$ cat config.mk
export PLATFORM = sky130hd
export DESIGN_NAME = ht_cmd_arbiter_flat
export DESIGN_NICKNAME = d
export VERILOG_FILES = /design/src/rtl/ht_cmd_arbiter_if.sv /design/src/rtl/ht_cmd_arbiter.sv /design/src/flat_wrapper.sv
export SDC_FILE = /design/constraint.sdc
export NUM_CORES = 1
export LEC_CHECK = 0
export ABC_CLOCK_PERIOD_IN_PS = 4100
export CORE_AREA = 2 2 193 195
export DETAILED_ROUTE_END_ITERATION = 8
export DIE_AREA = 0 0 195 197
export SETUP_SLACK_MARGIN = 0.5
export SYNTH_ARGS = -nofsm -noshare
export SYNTH_HDL_FRONTEND = slang
export SYNTH_SLANG_ARGS = --single-unit
$ cat constraint.sdc
create_clock -name clk_i -period 4.1 [get_ports clk_i]
set_input_delay 0.615 -clock clk_i [delete_from_list [all_inputs] [get_ports clk_i]]
set_output_delay 0.615 -clock clk_i [all_outputs]
set_load 0.05 [all_outputs]
$ cat src/rtl/ht_cmd_arbiter_if.sv
// Bundle of client command/result channels and the merged pipeline side of the arbiter.
// The slave modport is the arbiter's view; the master modport drives the clients and pipeline.
interface ht_cmd_arbiter_if #(
    parameter int CHANNELS        = 4,
    parameter int KEY_WIDTH       = 32,
    parameter int VALUE_WIDTH     = 31,
    parameter int RES_WIDTH       = 64,
    parameter int MAX_OUTSTANDING = 8
);
    localparam int TAG_WIDTH = $clog2(CHANNELS);
    localparam int CMD_WIDTH = KEY_WIDTH + VALUE_WIDTH + 2;
    localparam int CNT_WIDTH = $clog2(MAX_OUTSTANDING + 1);

    logic [CHANNELS*CMD_WIDTH-1:0] cmd_i;
    logic [CHANNELS-1:0]           cmd_valid_i;
    logic [CHANNELS-1:0]           cmd_ready_o;
    logic [CMD_WIDTH-1:0]          cmd_o;
    logic [TAG_WIDTH-1:0]          cmd_tag_o;
    logic                          cmd_valid_o;
    logic                          cmd_ready_i;
    logic [RES_WIDTH-1:0]          res_i;
    logic [TAG_WIDTH-1:0]          res_tag_i;
    logic                          res_valid_i;
    logic                          res_ready_o;
    logic [RES_WIDTH-1:0]          res_o;
    logic [CHANNELS-1:0]           res_valid_o;
    logic [CHANNELS-1:0]           res_ready_i;
    logic [CHANNELS*CNT_WIDTH-1:0] outstanding_o;
    logic                          idle_o;
    logic                          err_o;

    modport slave (
        input  cmd_i, cmd_valid_i, cmd_ready_i, res_i, res_tag_i, res_valid_i, res_ready_i,
        output cmd_ready_o, cmd_o, cmd_tag_o, cmd_valid_o, res_ready_o, res_o, res_valid_o,
        output outstanding_o, idle_o, err_o
    );

    modport master (
        output cmd_i, cmd_valid_i, cmd_ready_i, res_i, res_tag_i, res_valid_i, res_ready_i,
        input  cmd_ready_o, cmd_o, cmd_tag_o, cmd_valid_o, res_ready_o, res_o, res_valid_o,
        input  outstanding_o, idle_o, err_o
    );
endinterface

$ cat src/rtl/ht_cmd_arbiter.sv
// Round-robin merge of CHANNELS hash-table command streams into one registered output,
// with per-channel in-flight credit counting and tag-based result routing.
module ht_cmd_arbiter #(
    parameter int CHANNELS        = 4,
    parameter int KEY_WIDTH       = 32,
    parameter int VALUE_WIDTH     = 31,
    parameter int RES_WIDTH       = 64,
    parameter int MAX_OUTSTANDING = 8
) (
    input  logic               clk_i,
    input  logic               rst_i,
    ht_cmd_arbiter_if.slave    bus
);
    localparam int TAG_WIDTH = $clog2(CHANNELS);
    localparam int CMD_WIDTH = KEY_WIDTH + VALUE_WIDTH + 2;
    localparam int CNT_WIDTH = $clog2(MAX_OUTSTANDING + 1);
    localparam logic [CNT_WIDTH-1:0] MAX_CNT = CNT_WIDTH'(MAX_OUTSTANDING);
    localparam logic [TAG_WIDTH-1:0] LAST_CH = TAG_WIDTH'(CHANNELS - 1);

    logic [CMD_WIDTH-1:0] cmd_p1;
    logic [TAG_WIDTH-1:0] tag_p1;
    logic                 vld_p1;
    logic [TAG_WIDTH-1:0] ptr;
    logic [CNT_WIDTH-1:0] cnt [CHANNELS];
    logic                 err;

    logic                          load;
    logic                          gnt_vld;
    logic [TAG_WIDTH-1:0]          gnt_idx;
    logic [CMD_WIDTH-1:0]          gnt_cmd;
    logic [CHANNELS-1:0]           elig;
    logic [CHANNELS-1:0]           cnt_zero;
    logic [CHANNELS-1:0]           gnt_oh;
    logic [CHANNELS-1:0]           res_sel;
    logic                          tag_ok;
    logic                          res_rdy;
    logic                          res_hs;
    logic [CHANNELS*CNT_WIDTH-1:0] outstanding;

    // A result on an empty channel never underflows; a grant and a real result cancel out.
    function automatic logic [CNT_WIDTH-1:0] cnt_next(
        input logic [CNT_WIDTH-1:0] cur,
        input logic                 inc,
        input logic                 dec
    );
        logic dec_eff;
        dec_eff = dec && (cur != '0);
        if (inc && !dec_eff && (cur != MAX_CNT)) return cur + 1'b1;
        if (dec_eff && !inc) return cur - 1'b1;
        return cur;
    endfunction

    // Arbitration: rotate search start to ptr, first eligible channel wins.
    always_comb begin
        int                   sum;
        logic [TAG_WIDTH-1:0] idx;
        load    = !vld_p1 || bus.cmd_ready_i;
        gnt_vld = 1'b0;
        gnt_idx = '0;
        sum     = 0;
        idx     = '0;
        for (int c = 0; c < CHANNELS; c++) begin
            cnt_zero[c] = (cnt[c] == '0);
            elig[c]     = bus.cmd_valid_i[c] && (cnt[c] < MAX_CNT);
        end
        for (int k = 0; k < CHANNELS; k++) begin
            sum = int'(ptr) + k;
            if (sum >= CHANNELS) sum = sum - CHANNELS;
            idx = TAG_WIDTH'(sum);
            if (!gnt_vld && elig[idx]) begin
                gnt_vld = 1'b1;
                gnt_idx = idx;
            end
        end
        gnt_cmd = '0;
        for (int c = 0; c < CHANNELS; c++) begin
            gnt_oh[c] = load && gnt_vld && (gnt_idx == TAG_WIDTH'(c));
            if (gnt_idx == TAG_WIDTH'(c)) gnt_cmd = bus.cmd_i[c*CMD_WIDTH +: CMD_WIDTH];
        end
    end

    // Out-of-range tags select no channel and are swallowed.
    always_comb begin
        res_sel = '0;
        res_rdy = 1'b1;
        for (int c = 0; c < CHANNELS; c++) begin
            if (bus.res_tag_i == TAG_WIDTH'(c)) begin
                res_sel[c] = 1'b1;
                res_rdy    = bus.res_ready_i[c];
            end
        end
        tag_ok = |res_sel;
        res_hs = bus.res_valid_i && res_rdy && tag_ok;
    end

    always_comb begin
        outstanding = '0;
        for (int c = 0; c < CHANNELS; c++) outstanding[c*CNT_WIDTH +: CNT_WIDTH] = cnt[c];
    end

    // Stage p1: registered command output, credit counters, sticky error.
    always_ff @(posedge clk_i) begin
        if (rst_i) begin
            vld_p1 <= 1'b0;
            cmd_p1 <= '0;
            tag_p1 <= '0;
            ptr    <= '0;
            err    <= 1'b0;
            for (int c = 0; c < CHANNELS; c++) cnt[c] <= '0;
        end else begin
            if (load) begin
                vld_p1 <= gnt_vld;
                if (gnt_vld) begin
                    cmd_p1 <= gnt_cmd;
                    tag_p1 <= gnt_idx;
                    ptr    <= (gnt_idx == LAST_CH) ? '0 : gnt_idx + 1'b1;
                end
            end
            for (int c = 0; c < CHANNELS; c++)
                cnt[c] <= cnt_next(cnt[c], gnt_oh[c], res_hs && res_sel[c]);
            if ((bus.res_valid_i && !tag_ok) || (res_hs && |(res_sel & cnt_zero)))
                err <= 1'b1;
        end
    end

    assign bus.cmd_ready_o   = gnt_oh;
    assign bus.cmd_o         = cmd_p1;
    assign bus.cmd_tag_o     = tag_p1;
    assign bus.cmd_valid_o   = vld_p1;
    assign bus.res_o         = bus.res_i;
    assign bus.res_valid_o   = res_sel & {CHANNELS{bus.res_valid_i}};
    assign bus.res_ready_o   = res_rdy;
    assign bus.outstanding_o = outstanding;
    assign bus.idle_o        = !vld_p1 && (&cnt_zero);
    assign bus.err_o         = err;
endmodule

$ cat src/flat_wrapper.sv
// flat-port wrapper written by rule: the top's interface ports become plain ports
module ht_cmd_arbiter_flat 
#(
    parameter int CHANNELS        = 4,
    parameter int KEY_WIDTH       = 32,
    parameter int VALUE_WIDTH     = 31,
    parameter int RES_WIDTH       = 64,
    parameter int MAX_OUTSTANDING = 8
)
  (clk_i, rst_i, bus_cmd_i, bus_cmd_valid_i, bus_cmd_ready_i, bus_res_i, bus_res_tag_i, bus_res_valid_i, bus_res_ready_i, bus_cmd_ready_o, bus_cmd_o, bus_cmd_tag_o, bus_cmd_valid_o, bus_res_ready_o, bus_res_o, bus_res_valid_o, bus_outstanding_o, bus_idle_o, bus_err_o);
  ht_cmd_arbiter_if #(.CHANNELS(CHANNELS), .KEY_WIDTH(KEY_WIDTH), .VALUE_WIDTH(VALUE_WIDTH), .RES_WIDTH(RES_WIDTH), .MAX_OUTSTANDING(MAX_OUTSTANDING)) bus_i ();
  input  logic clk_i;
  input  logic rst_i;
  input wire logic [$bits(bus_i.cmd_i)-1:0] bus_cmd_i;
  input wire logic [$bits(bus_i.cmd_valid_i)-1:0] bus_cmd_valid_i;
  input wire logic [$bits(bus_i.cmd_ready_i)-1:0] bus_cmd_ready_i;
  input wire logic [$bits(bus_i.res_i)-1:0] bus_res_i;
  input wire logic [$bits(bus_i.res_tag_i)-1:0] bus_res_tag_i;
  input wire logic [$bits(bus_i.res_valid_i)-1:0] bus_res_valid_i;
  input wire logic [$bits(bus_i.res_ready_i)-1:0] bus_res_ready_i;
  output wire logic [$bits(bus_i.cmd_ready_o)-1:0] bus_cmd_ready_o;
  output wire logic [$bits(bus_i.cmd_o)-1:0] bus_cmd_o;
  output wire logic [$bits(bus_i.cmd_tag_o)-1:0] bus_cmd_tag_o;
  output wire logic [$bits(bus_i.cmd_valid_o)-1:0] bus_cmd_valid_o;
  output wire logic [$bits(bus_i.res_ready_o)-1:0] bus_res_ready_o;
  output wire logic [$bits(bus_i.res_o)-1:0] bus_res_o;
  output wire logic [$bits(bus_i.res_valid_o)-1:0] bus_res_valid_o;
  output wire logic [$bits(bus_i.outstanding_o)-1:0] bus_outstanding_o;
  output wire logic [$bits(bus_i.idle_o)-1:0] bus_idle_o;
  output wire logic [$bits(bus_i.err_o)-1:0] bus_err_o;
  assign bus_i.cmd_i = bus_cmd_i;
  assign bus_i.cmd_valid_i = bus_cmd_valid_i;
  assign bus_i.cmd_ready_i = bus_cmd_ready_i;
  assign bus_i.res_i = bus_res_i;
  assign bus_i.res_tag_i = bus_res_tag_i;
  assign bus_i.res_valid_i = bus_res_valid_i;
  assign bus_i.res_ready_i = bus_res_ready_i;
  assign bus_cmd_ready_o = bus_i.cmd_ready_o;
  assign bus_cmd_o = bus_i.cmd_o;
  assign bus_cmd_tag_o = bus_i.cmd_tag_o;
  assign bus_cmd_valid_o = bus_i.cmd_valid_o;
  assign bus_res_ready_o = bus_i.res_ready_o;
  assign bus_res_o = bus_i.res_o;
  assign bus_res_valid_o = bus_i.res_valid_o;
  assign bus_outstanding_o = bus_i.outstanding_o;
  assign bus_idle_o = bus_i.idle_o;
  assign bus_err_o = bus_i.err_o;
  ht_cmd_arbiter #(.CHANNELS(CHANNELS), .KEY_WIDTH(KEY_WIDTH), .VALUE_WIDTH(VALUE_WIDTH), .RES_WIDTH(RES_WIDTH), .MAX_OUTSTANDING(MAX_OUTSTANDING)) u_core (.clk_i(clk_i), .rst_i(rst_i), .bus(bus_i));
endmodule
**Yosys cells after proc, flatten, opt, wreduce, memory -nomap -nowiden**

Memory sizes are Yosys's and may differ from the RTL's.
Cells that the tools add are included.
Widths: inputs -> output; s select.

- Order comparisons: 12
- Equality and inequality tests: 10
- Reduce and logical (&&, ||, !) cells: 66
- Bitwise operators: 6
- $add $sub $neg: 16
- Muxes and demuxes: 80

Operators by type and width:

| operator | count |
|---|---|
| $mux 65 | 4 |
| $mux 4 | 24 |
| $mux 1 | 39 |
| $logic_and 1x1->1 | 37 |
| $mux 2 | 9 |
| $add 4x1->4 const B | 4 |
| $logic_not 4->1 | 4 |
| $lt 4x4->1 const B | 4 |
| $ne 4x4->1 const B | 4 |
| $reduce_bool 4->1 | 4 |
| $sub 4x1->4 const B | 4 |
| $logic_not 1->1 | 13 |
| $lt 2x3->1 const B | 4 |
| $ge 3x3->1 const B | 3 |
| $and 4x4->4 | 2 |
| $bmux 1 s2 | 4 |
| $eq 2x2->1 const B | 4 |
| $reduce_or 4->1 | 2 |
| $sub 2x1->2 const B | 4 |
| $add 2x2->3 const B | 2 |
| $eq 2x1->1 const B | 2 |
| $logic_not 2->1 | 2 |
| $or 1x1->1 | 4 |
| $reduce_and 4->1 | 1 |
| 5 further kinds | 6 |

- Input bits: 338
- Memories kept: 1
- Bits in writable memories: 16
- Register bits: 71
- Output and inout bits: 159
- Word-level logic and storage cells: 196

Memories:

| name | depth | bits a word | rd ports | clocked after Yosys merged registers in | write ports | RTL line | RTL |
|---|---|---|---|---|---|---|---|
| u_core.cnt | 4 | 4 | 4 | 0 | 4 | ht_cmd_arbiter.sv:24 | `logic [CNT_WIDTH-1:0] cnt [CHANNELS];` |

**Depth between registers and ports, before layout**

Gate-level depths: netlist of run 1.
An unclocked memory read counts as a cell.

- Depth after elaboration: 27
- Depth in mapped cells: 17
- Depth with buffers taken out: 15

**Worst setup path after synthesis of run 1**

OpenSTA, ideal clock, no wires.

- Kind: reg-to-reg
- Start: memory u_core.cnt[0][7] in the netlist's numbering
- End: memory u_core.cnt[0][11] in the netlist's numbering
- Path buffers: 1
- Arrival: 3626 ps
- Required time: 3972 ps
- Setup time: 128 ps
- Period minus slack after synthesis: 3754 ps
- Stages on the path, launching flop included: 16
- Slack: 346 ps
- Path through: dfxtp_1 -> nor2b_1 -> o32a_1 -> o21a_1 -> inv_1 -> ha_1 -> inv_2 -> clkbuf_1 -> nor3_1 -> inv_1 -> ha_1 -> a21o_1 -> a21o_1 -> a2111oi_2 -> o21ai_0 -> nor3b_1

RTL lines:

| what | RTL line |
|---|---|
| start, declared | ht_cmd_arbiter.sv:24 |

**Worst setup path after layout of run 1**

- Start: input bus_cmd_valid_i[1]
- End: output bus_cmd_ready_o[3]

- Longest elaborated chain between the ends: 15
- Elaborated cells on any way between the ends: 26
- Those cells by class: eq/ne: 1; mux: 16; reduce/logical: 9

Ends and longest elaborated chain:

| what | RTL line | RTL |
|---|---|---|
| start, declared | flat_wrapper.sv:15 | `input wire logic [$bits(bus_i.cmd_valid_i)-1:0] bus_cmd_valid_i;` |
| $logic_and 1x1->1 * | ht_cmd_arbiter.sv:64 | `elig[c] = bus.cmd_valid_i[c] && (cnt[c] < MAX_CNT);` |
| $bmux 1 s2 | ht_cmd_arbiter.sv:70 | `if (!gnt_vld && elig[idx]) begin` |
| $mux 1 (implied by the code) | ht_cmd_arbiter.sv:70 |  |
| $mux 1 | ht_cmd_arbiter.sv:70 |  |
| $logic_not 1->1 | ht_cmd_arbiter.sv:70 |  |
| $logic_and 1x1->1 | ht_cmd_arbiter.sv:70 |  |
| $mux 1 | ht_cmd_arbiter.sv:70 |  |
| $logic_not 1->1 | ht_cmd_arbiter.sv:70 |  |
| $logic_and 1x1->1 | ht_cmd_arbiter.sv:70 |  |
| $mux 1 | ht_cmd_arbiter.sv:70 |  |
| $logic_not 1->1 | ht_cmd_arbiter.sv:70 |  |
| $logic_and 1x1->1 | ht_cmd_arbiter.sv:70 |  |
| $mux 2 or $mux 1 (tied branches) | ht_cmd_arbiter.sv:70 |  |
| $eq 2x2->1 or $logic_and 1x1->1 (tied branches) | ht_cmd_arbiter.sv:77 | `gnt_oh[c] = load && gnt_vld && (gnt_idx == TAG_WIDTH'(c));` |
| $logic_and 1x1->1 * | ht_cmd_arbiter.sv:77 |  |
| end, declared | flat_wrapper.sv:21 | `output wire logic [$bits(bus_i.cmd_ready_o)-1:0] bus_cmd_ready_o;` |

Mark *: on every way between the ends. The rest lies on a longest branch, timed or not. The select of a mux whose other input is x is not followed.

==> out/metrics.cfg, run 1 <==
[logic_synthesis]
postSynthNetCount = 1212
async_flop_share = 0
syn-instance-count = 858
synth_top_cell_by_area = dfxtp_1
synth_area_leaders = dfxtp_1 27%, o211a_1 9.9%, o211ai_1 7.8%
yosysSeqAreaShare = 0.265
yosys.cell_types.count = 51
synth_edf_count = 0
yosys_warnings = 0
synth_top_area_frac = 0.265
syn_area_um2 = 6560
avgSynthCellArea_um2 = 7.65
ys_ff_latch = 87
synth_top_flop_cell = dfxtp_1

[sta]
rsz0062_at_grt = yes
fin_crit_sh = 0.847
hold_viol = 0
fin_skew_ns = 0.0102
setup_tns_ns = 0
slew_headroom = 0.408
finalMaxSlewViolations = 0
worst_pin_slew_ns = 0.888
setup_slack_ns = 0.627
fmax_mhz = 288
final.min_clock_period_ns = 3.47
finalSetupViolCount = 0

[pwr]
p_leak_nw = 4.15
peakVddDrop_mv = 0.431
switching_share = 0.500
p_seq_frac = 0.173
power.density_nw_per_um2 = 783
report.power.total_mw = 8.39
power_frac_clock = 0.120
p_sw_mw = 4.19
power_frac_comb = 0.706
p_int_mw = 4.20

[worst_setup_path]
critPathMaxFanout = 44
cp_slowest_cell = buf_4
critical_path_required_ns = 3.48
critPathBufInv = 4
path_delay_family = buffers and inverters
worst-setup-path-type = primary input to output pin
crit_path_end_kind = output pin
cpPeakStageDelay_ns = 0.58
worstPathArrival_ns = 2.86
crit_chain = clkdlybuf4s50_1 -> nor2b_1 -> buf_4 -> o41ai_4 -> buf_4 -> nor2_1 -> buf_12
cpMostUsedCell = buf_4
startpoint_type = primary input

[layout]
fill_cells = 3923
drive_gt1_frac = 0.0644
fin_area_um2 = 10700
syn_to_final_growth_pct = 63.3
regArea_um2 = 1740
finish.utilization = 0.296
multi_input_area_um2 = 4060
final_nets = 1467

[flow_run]
maxCapViolations = 0

[place]
hpwl_mm = 20.0
dpl_cell_area_um2 = 10300
place_ws_ns = 0.118
port_buffers = 368
gp_congestion = 0.807

[clocking]
cts_tree = done
cts_hold_buffers = 0
cts_buffer_depth = 2
clkTransAtPathRegs_ns = 0.07
h-tree-depth = 3
numCtsBuffers = 9
clkLatencyLatePin_ns = 0.36
cts-root-buf = clkbuf_16
postCtsSetupBuffers = 0
cts_sinks = 87

[route]
vias_per_cell = 4.55
detail-route-antenna-nets = 0
wire_per_inst_um = 17.1
wl_mm = 27.2
dr.pass1.iters = 4
dr_total_vias = 7213
drc = 0
drt_iter0_drc = 231

[die]
die_h_um = 197
dieArea_um2 = 38400
fp.dieW_um = 195
ios = 497
core-area_um2 = 36300
std_cell_rows = 70
start_util = 0.181

[outcome]
outcome = complete, no violations

[global_route]
grt_max_degree = 133
overflow = 0
antenna_found_initial = 2
grt_pass1_vias = 7045
grtUsageTotal = 0.136
grt_pass1_wl_mm = 40.2

[worst_hold_path]
hp-class = flop to flop

final timing paths:
path	startpoint	end	slack [ns]	cells past startpoint
setup reg to reg	u_core.cnt[0][11]	u_core.cnt[0][11]	0.97	14
hold reg to reg	u_core.bus.cmd_tag_o[1]	u_core.bus.cmd_tag_o[1]	0.47	2
setup / recovery	bus_cmd_valid_i[1]	bus_cmd_ready_o[3]	0.63	7
hold / removal	u_core.bus.cmd_tag_o[1]	u_core.bus.cmd_tag_o[1]	0.47	2
cells by family after synthesis:
| logic type | Yosys count | share of synthesized area |
|---|---|---|
| AO/OA/AOI/OAI | 243 | 0.305 |
| XOR/XNOR | 4 | 0.00534 |
| adder cells (fa/ha/maj) | 16 | 0.0351 |
| buffers and inverters | 154 | 0.128 |
| flip-flops | 87 | 0.265 |
| multiplexers | 8 | 0.0160 |
| AND/OR/NAND/NOR | 346 | 0.246 |
tightest hold or removal path, delay by kind of cell (launching register included):
kind            cells  cell delay, ns
flops               1            0.31
compound gates      1            0.06
simple gates        1            0.05
flip-flops by register name, indices dropped and copies added (netlist names):
name,count
u_core.bus.cmd_tag_o,2
u_core.cnt,16
u_core.bus.cmd_valid_o,1
u_core.bus.err_o,1
u_core.bus.cmd_o,65
u_core.ptr,2
cell usage in the layout, fill, tap and decap left out, drive strengths merged, types with 2 or more instances in the layout:
cell type,n
a2111oi,2
a211oi,70
a21o,7
a21oi,11
and2,2
and3,2
buf,27
bufinv,3
clkbuf,11
clkdlybuf4s50,363
clkinv,2
dfxtp,87
fa,4
ha,12
inv,8
mux2i,6
mux4,2
nand2,135
nand2b,11
nand3,2
nand3b,4
nand4,2
nand4b,2
nor2,76
nor2b,4
nor3,80
nor3b,14
nor4,4
o211a,65
o211ai,68
o21a,2
o21ai,11
o41ai,2
or3,4
xnor2,4
metal layers:
metal  track usage  up-vias  share of wire
li1              -     3575              -
met1         0.157     3286           0.41
met2         0.227      290           0.47
met3        0.0469       62          0.084
met4        0.0628        0          0.036
met5             0        -              0
layout make-up:
| class | count | area share |
|---|---|---|
| clock buffer | 11 | 0.0236 |
| sequential | 87 | 0.163 |
| tap | 468 | 0.0546 |
| multi-input combinational | 617 | 0.379 |
| inverter | 8 | 0.00303 |
| antenna | 1 | 0.000233 |
| clock inverter | 5 | 0.00969 |
| timing repair buffer | 390 | 0.367 |
per-stage QoR:
step                      std cells  hold WS [ns]
after floorplan                 858         0.498
after global placement         1570         0.456
after detailed placement       1570         0.458
after CTS                      1586         0.470
after global routing           1586         0.485
final                          1587         0.467
power groups by stage:
stage                     sequential, mW  combinational [mW]  clock (mW)
after floorplan                     2.55                3.08           0
after global placement              1.46                5.90           0
after detailed placement            1.47                5.93           0
after CTS                           1.46                5.95        1.06
after global routing                1.50                6.40        1.09
final                               1.46                5.93        1.01
synth_stat cells, drive strengths merged, types with 4 or more instances:
| cell | number |
|---|---|
| nor3 | 80 |
| nand2 | 135 |
| clkbuf | 65 |
| dfxtp | 87 |
| a211oi | 70 |
| mux2i | 6 |
| buf | 81 |
| nor3b | 14 |
| nor2b | 4 |
| nand3b | 4 |
| o211a | 65 |
| or3 | 4 |
| o21ai | 11 |
| a21o | 7 |
| a21oi | 11 |
| nor4 | 4 |
| inv | 8 |
| nand2b | 11 |
| xnor2 | 4 |
| ha | 12 |
| o211ai | 68 |
| fa | 4 |
| nor2 | 76 |
what timing repair did:
| action | CTS | global route |
|---|---|---|
| endpoints found under the hold margin | 0 | 0 |
| gates resized for setup | 2 | 7 |
| endpoints found under the setup margin | 4 | 7 |
| gates cloned | 0 | 0 |
Note: power is estimated with default switching activity, not from simulation.
==> inputs of run 2 (changes only) <==
--- a/config.mk
+++ b/config.mk
@@ -5,7 +5,7 @@
 export SDC_FILE = /design/constraint.sdc
 export NUM_CORES = 1
 export LEC_CHECK = 0
-export ABC_CLOCK_PERIOD_IN_PS = 4100
+export ABC_CLOCK_PERIOD_IN_PS = 3340
 export CORE_AREA = 2 2 193 195
 export DETAILED_ROUTE_END_ITERATION = 8
 export DIE_AREA = 0 0 195 197
==> constraint.sdc (replaced) <==
create_clock -name clk_i -period 3.34 [get_ports clk_i]
set_input_delay 0.501 -clock clk_i [delete_from_list [all_inputs] [get_ports clk_i]]
set_output_delay 0.501 -clock clk_i [all_outputs]
set_load 0.05 [all_outputs]
==> run 2 against run 1 <==
  * Final area rose by 7.2%
  * Total power rose by 36%
  * Register-to-register slack got worse by 0.34 ns
  * Via count rose by 6.3%
  * Combinational power rose by 42%
  * Clock power rose by 16%
  * Highest routed layer unchanged
==> out/metrics.cfg, run 2 (same netlist as run 1, synthesis figures left out) <==
[outcome]
outcome = complete, no violations

[pwr]
p_leak_nw = 4.53  ; +9.3%
power_frac_comb = 0.738  ; +0.032
power_frac_clock = 0.103  ; -0.017
p_int_mw = 5.80  ; +38%
peakVddDrop_mv = 0.385  ; -11%
power.density_nw_per_um2 = 993  ; +27%
p_sw_mw = 5.62  ; +34%
report.power.total_mw = 11.4  ; +36%
switching_share = 0.492  ; -0.00741
p_seq_frac = 0.159  ; -0.014

[route]
drc = 0  ; unchanged
wl_mm = 31.2  ; +15%
wire_per_inst_um = 19.0  ; +11%
dr_total_vias = 7666  ; +6.3%
drt_iter0_drc = 272  ; +18%
detail-route-antenna-nets = 0  ; unchanged
vias_per_cell = 4.66  ; +2.5%
dr.pass1.iters = 4  ; unchanged

[sta]
worst_pin_slew_ns = 0.883  ; -0.00541 ns
fmax_mhz = 357
final.min_clock_period_ns = 2.80
hold_viol = 0  ; unchanged
finalMaxSlewViolations = 0  ; unchanged
fin_skew_ns = 0.0103  ; +0.0000822 ns
slew_headroom = 0.411  ; +0.00360
rsz0062_at_grt = yes
finalSetupViolCount = 0  ; unchanged
fin_crit_sh = 0.838

[layout]
largest_reg_flops = 65  ; unchanged
syn_to_final_growth_pct = 75.2
final_cell_mix = 357 x clkdlybuf4s50_1, 135 x nand2_1, 82 x dfxtp_1
layout_commonest_cell = clkdlybuf4s50_1
final_nets = 1525  ; +4.0%
drive_gt1_frac = 0.132  ; +0.0674
fin_area_um2 = 11500  ; +7.2%

[clocking]
cts_buffer_depth = 2  ; unchanged
cts-root-buf = clkbuf_16
clkTransAtPathRegs_ns = 0.06  ; about the same
cts_hold_buffers = 0  ; unchanged
h-tree-depth = 3  ; unchanged
cts_tree = done
numCtsBuffers = 9  ; unchanged
cts_sinks = 87  ; unchanged
clkLatencyLatePin_ns = 0.37  ; about the same

[worst_setup_path]
startpoint_type = primary input
worstPathArrival_ns = 2.30  ; -0.56 ns
worst-setup-path-type = primary input to output pin
reg2reg_depth = 13  ; -1
r2r_start = u_core.cnt[0][11]
worstSetupStartpoint = bus_cmd_valid_i[1]
cp_slowest_cell = o32a_1
critical_path_required_ns = 2.84  ; -0.64 ns
critPathMaxFanout = 4  ; -91%
crit_path_end_kind = output pin
cpPeakStageDelay_ns = 0.34  ; -0.24 ns
cpMostUsedCell = buf_12
crit_chain = dlygate4sd2_1 -> nor2b_4 -> o32a_1 -> o21a_1 -> buf_6 -> ha_4 -> buf_12 -> buf_12 -> buf_8 -> and2_4 -> buf_12

[global_route]
overflow = 0  ; unchanged
antenna_found_initial = 2  ; unchanged
grt_pass1_vias = 7586  ; +7.7%
grt_pass1_wl_mm = 45.6  ; +13%
grt_max_degree = 71  ; -47%
grtUsageTotal = 0.157  ; +0.0207

[worst_hold_path]
min_path_cells = 2  ; unchanged
hp-class = flop to flop
hold_start = u_core.bus.cmd_tag_o[1]

[place]
dpl_cell_area_um2 = 10700  ; +3.8%
hpwl_mm = 22.1  ; +10%
gp_congestion = 0.796  ; -1.3%
port_buffers = 368  ; unchanged

[die]
ios = 497  ; unchanged
fp.dieW_um = 195  ; unchanged
std_cell_rows = 70  ; unchanged
dieArea_um2 = 38400  ; unchanged
die_h_um = 197  ; unchanged
core-area_um2 = 36300  ; unchanged
start_util = 0.181  ; unchanged

[flow_run]
maxCapViolations = 0  ; unchanged

==> run 2: cell types whose count changed in the layout (fill, tap and decap cells not counted), moves of 6 or more <==
cell,before,now
buf_12,6,14
buf_4,19,63
clkdlybuf4s50_1,363,357
dlygate4sd2_1,0,6
==> run 2: power groups by stage <==
stage / clock network [mW] / registers, mW / logic (mW)
after floorplan: 0 / 3.14 / 3.98
after global placement: 0 / 1.80 / 7.86
after detailed placement: 0 / 1.82 / 7.90
after CTS: 1.23 / 1.81 / 8.26
after global routing: 1.25 / 1.89 / 9.08
final: 1.17 / 1.82 / 8.42
==> run 2: critical path: cells and delay by family <==
kind	cells	cell delay [ns]
simple gates	2	0.26
fa+ha+maj	1	0.17
compound gates	2	0.48
buf+inv	6	0.87
==> run 2: metrics by stage <==
stage          setup WS, ns  std cells  TNS, ns  utilization  hold WS (ns)
3_3_place_gp        -0.0279       1602  -0.0465        0.295         0.449
4_1_cts               0.512       1630        0        0.311         0.470
6_report              0.541       1645        0        0.317         0.463
5_1_grt               0.431       1645        0        0.317         0.480
2_1_floorplan         0.255        858        0            -         0.499
3_5_place_dp        -0.0978       1602   -0.171        0.295         0.460
==> run 2: path summary, 6_finish.rpt <==
check	to	slack, ns
worst max-delay path	bus_cmd_ready_o[1]	0.54
worst min-delay path	u_core.bus.cmd_tag_o[1]	0.46
worst max register to register	u_core.bus.cmd_o[37]	0.63
worst min register to register	u_core.bus.cmd_tag_o[1]	0.46
==> run 2: cell type report <==
class / count / area [um2]
Fill cell: 3870 / 24800
Tap cell: 468 / 586
Clock buffer: 13 / 260
Inverter: 8 / 45.0
Clock inverter: 3 / 65.1
Timing Repair Buffer: 448 / 4530
Antenna cell: 1 / 2.50
Multi-Input combinational cell: 617 / 4250
Sequential cell: 87 / 1760
==> run 2: layer usage <==
metal / routed length, um / vias up / share of wire / GRT usage
met5: 0 / - / 0 / 0
met4: 925 / 0 / 0.030 / 0.0597
met3: 2840 / 52 / 0.091 / 0.0611
met2: 15000 / 326 / 0.48 / 0.267
met1: 12500 / 3602 / 0.40 / 0.177
li1: - / 3686 / - / -
==> run 2: what timing repair did <==
item	4_1_cts	5_1_grt
pin swaps	6	10
gates cloned	2	0
hold endpoints to repair	0	0
resized for setup	33	18
endpoints found under the setup margin	14	12
buffers inserted	10	14
==> inputs of run 3 (changes only) <==
--- a/config.mk
+++ b/config.mk
@@ -5,7 +5,7 @@
 export SDC_FILE = /design/constraint.sdc
 export NUM_CORES = 1
 export LEC_CHECK = 0
-export ABC_CLOCK_PERIOD_IN_PS = 3340
+export ABC_CLOCK_PERIOD_IN_PS = 2660
 export CORE_AREA = 2 2 193 195
 export DETAILED_ROUTE_END_ITERATION = 8
 export DIE_AREA = 0 0 195 197
==> constraint.sdc (replaced) <==
create_clock -name clk_i -period 2.66 [get_ports clk_i]
set_input_delay 0.399 -clock clk_i [delete_from_list [all_inputs] [get_ports clk_i]]
set_output_delay 0.399 -clock clk_i [all_outputs]
set_load 0.05 [all_outputs]
==> run 3 against run 2 <==
  * The flow now finishes with violations (setup timing)
  * Count of clock-buffer cells in the layout is 4 lower
  * Combinational power is 59% higher
  * First-iteration DRC count is 2.6% lower
  * Global-route usage is 1.0 points higher
  * Clock power is 8% higher
  * Flip-flop and latch count stayed put
  * Total power is 49% higher
  * Critical path depth is 2 higher
  * Core utilization is 4.2 points higher
  * Largest power group unchanged
==> out/metrics.cfg, run 3 (same netlist as run 1, synthesis figures left out) <==
[route]
vias_per_cell = 4.72  ; +1.4%
drc = 0  ; unchanged
dr.pass1.iters = 4  ; unchanged
wl_mm = 35.6  ; +14%
detail-route-antenna-nets = 0  ; unchanged
wire_per_inst_um = 20.8  ; +9.6%
drt_iter0_drc = 265  ; -2.6%
dr_total_vias = 8068  ; +5.2%

[clocking]
cts_buffer_depth = 2  ; unchanged
clkLatencyLatePin_ns = 0.36  ; about the same
numCtsBuffers = 9  ; unchanged
cts_tree = done
h-tree-depth = 3  ; unchanged
clkTransAtPathRegs_ns = 0.08  ; +0.02 ns
cts-root-buf = clkbuf_16
cts_sinks = 87  ; unchanged
cts_hold_buffers = 0  ; unchanged

[place]
dpl_cell_area_um2 = 11000  ; +2.3%
hpwl_mm = 22.5  ; +1.9%
port_buffers = 368  ; unchanged
gp_congestion = 0.874  ; +9.8%

[die]
die_h_um = 197  ; unchanged
ios = 497  ; unchanged
start_util = 0.181  ; unchanged
dieArea_um2 = 38400  ; unchanged
fp.dieW_um = 195  ; unchanged
core-area_um2 = 36300  ; unchanged
std_cell_rows = 70  ; unchanged

[worst_setup_path]
cp_slowest_cell = dfxtp_4
cpPeakStageDelay_ns = 0.36  ; +0.02 ns
worst-setup-path-type = flop to flop
startpoint_type = flop
crit_path_end_kind = flop
worstPathArrival_ns = 2.92  ; +0.62 ns
critical_path_required_ns = 2.87  ; +0.03 ns
crit_chain = nand2b_4 -> o32a_1 -> o21a_1 -> inv_2 -> ha_4 -> and3_4 -> inv_6 -> ha_4 -> a21o_1 -> a21o_1 -> a2111oi_4 -> o21ai_1 -> nor3b_2
critPathMaxFanout = 3  ; -1

[pwr]
peakVddDrop_mv = 0.575  ; +49%
p_sw_mw = 8.09  ; +44%
power_frac_comb = 0.790  ; +0.052
report.power.total_mw = 17.0  ; +49%
switching_share = 0.476  ; -0.0162
p_seq_frac = 0.136  ; -0.023
power.density_nw_per_um2 = 1300  ; +31%
p_int_mw = 8.90  ; +54%
power_frac_clock = 0.074  ; -0.029
p_leak_nw = 5.28  ; +17%

[sta]
fin_crit_sh = 1.02
final.min_clock_period_ns = 2.71
hold_viol = 0  ; unchanged
finalMaxSlewViolations = 0  ; unchanged
worst_pin_slew_ns = 0.734  ; -0.149 ns
slew_headroom = 0.511  ; +0.0993
finalSetupViolCount = 1  ; +1
rsz0062_at_grt = yes
setup_tns_ns = -0.0516  ; -0.0516 ns
fin_skew_ns = 0.0114  ; +0.00112 ns
fmax_mhz = 369
setup_slack_ns = -0.0516  ; -0.592 ns

[global_route]
antenna_found_initial = 0  ; -2
grt_pass1_wl_mm = 48.3  ; +6.0%
grtUsageTotal = 0.167  ; +0.0103
overflow = 0  ; unchanged
grt_pass1_vias = 8009  ; +5.6%
grt_max_degree = 60  ; -15%

[layout]
final_cell_mix = 349 x clkdlybuf4s50_1, 115 x nand2_1, 74 x buf_4
fin_area_um2 = 13000  ; +13%
largest_reg_flops = 65  ; unchanged
num_antenna_cells = 0  ; -1
fill_cells = 3706  ; -4.2%
final_nets = 1589  ; +4.2%
syn_to_final_growth_pct = 98.6
drive_gt1_frac = 0.262  ; +0.130
layout_commonest_cell = clkdlybuf4s50_1

[worst_hold_path]
hp-class = flop to flop

[outcome]
outcome = complete, but fails checks
violations = setup timing

[flow_run]
maxCapViolations = 0  ; unchanged

-- run 3: changes by cell type in the layout (fill, tap and decap cells not counted), sizes merged, moves of 2 or more --
cell           change
clkdlybuf4s50      -8
buf               +62
bufinv             -2
clkbuf             +4
dlymetal6s2s       +4
clkinv             +4
dlygate4sd2        -3
-- run 3: power by group through the flow --
stage | clock network, mW | logic, mW | registers [mW]
6_report | 1.26 | 13.4 | 2.31
3_3_place_gp | 0 | 10.1 | 2.26
2_1_floorplan | 0 | 5.15 | 3.95
5_1_grt | 1.38 | 14.2 | 2.38
4_1_cts | 1.33 | 11.7 | 2.26
3_5_place_dp | 0 | 10.2 | 2.27
-- run 3: metal layers --
| metal | up-vias | routed length, um | part of all wire | GRT usage |
|---|---|---|---|---|
| li1 | 3830 | - | - | - |
| met1 | 3814 | 13800 | 0.39 | 0.187 |
| met2 | 352 | 18200 | 0.51 | 0.303 |
| met3 | 72 | 2090 | 0.059 | 0.0359 |
| met4 | 0 | 1460 | 0.041 | 0.0744 |
| met5 | - | 0 | 0 | 0 |
-- run 3: layout make-up --
class / count / area [um2] / share of cell area
multi-input cells: 617 / 4690 / 0.360
clock buffers: 9 / 225 / 0.0173
flip-flops and latches: 87 / 1770 / 0.136
inverters: 8 / 40.0 / 0.00307
clock inverters: 7 / 48.8 / 0.00374
repair buffers: 512 / 5670 / 0.435
well taps: 468 / 586 / 0.0449
-- run 3: through the flow --
step / worst slack, ns / util / hold slack (ns) / instances
after floorplan: -0.304 / - / 0.501 / 858
after global placement: -0.600 / 0.302 / 0.447 / 1627
after detailed placement: -0.667 / 0.302 / 0.451 / 1627
after CTS: 0.0215 / 0.334 / 0.465 / 1673
after global routing: -0.157 / 0.359 / 0.487 / 1708
final: -0.0516 / 0.359 / 0.460 / 1708
-- run 3: worst paths after layout --
kind | start | end | slack, ns | cells after the start
setup reg to reg | u_core.cnt[0][11] | u_core.cnt[0][3] | -0.05 | 13
setup / recovery | u_core.cnt[0][11] | u_core.cnt[0][3] | -0.05 | 13
hold reg to reg | u_core.bus.cmd_tag_o[0] | u_core.bus.cmd_tag_o[0] | 0.46 | 2
hold / removal | u_core.bus.cmd_tag_o[0] | u_core.bus.cmd_tag_o[0] | 0.46 | 2
-- run 3: timing repair --
action | CTS | global route
setup endpoints to repair | 97 | 96
setup buffers | 20 | 26
cloned | 10 | 9
resized for setup | 108 | 121
pin swaps | 69 | 115
-- run 3: critical path, delay by kind of cell, from the launching register on --
family / cells / cell delay, ns
simple gates: 3 / 0.51
flops: 1 / 0.36
fa+ha+maj: 2 / 0.35
compound gates: 6 / 1.18
buf+inv: 2 / 0.16
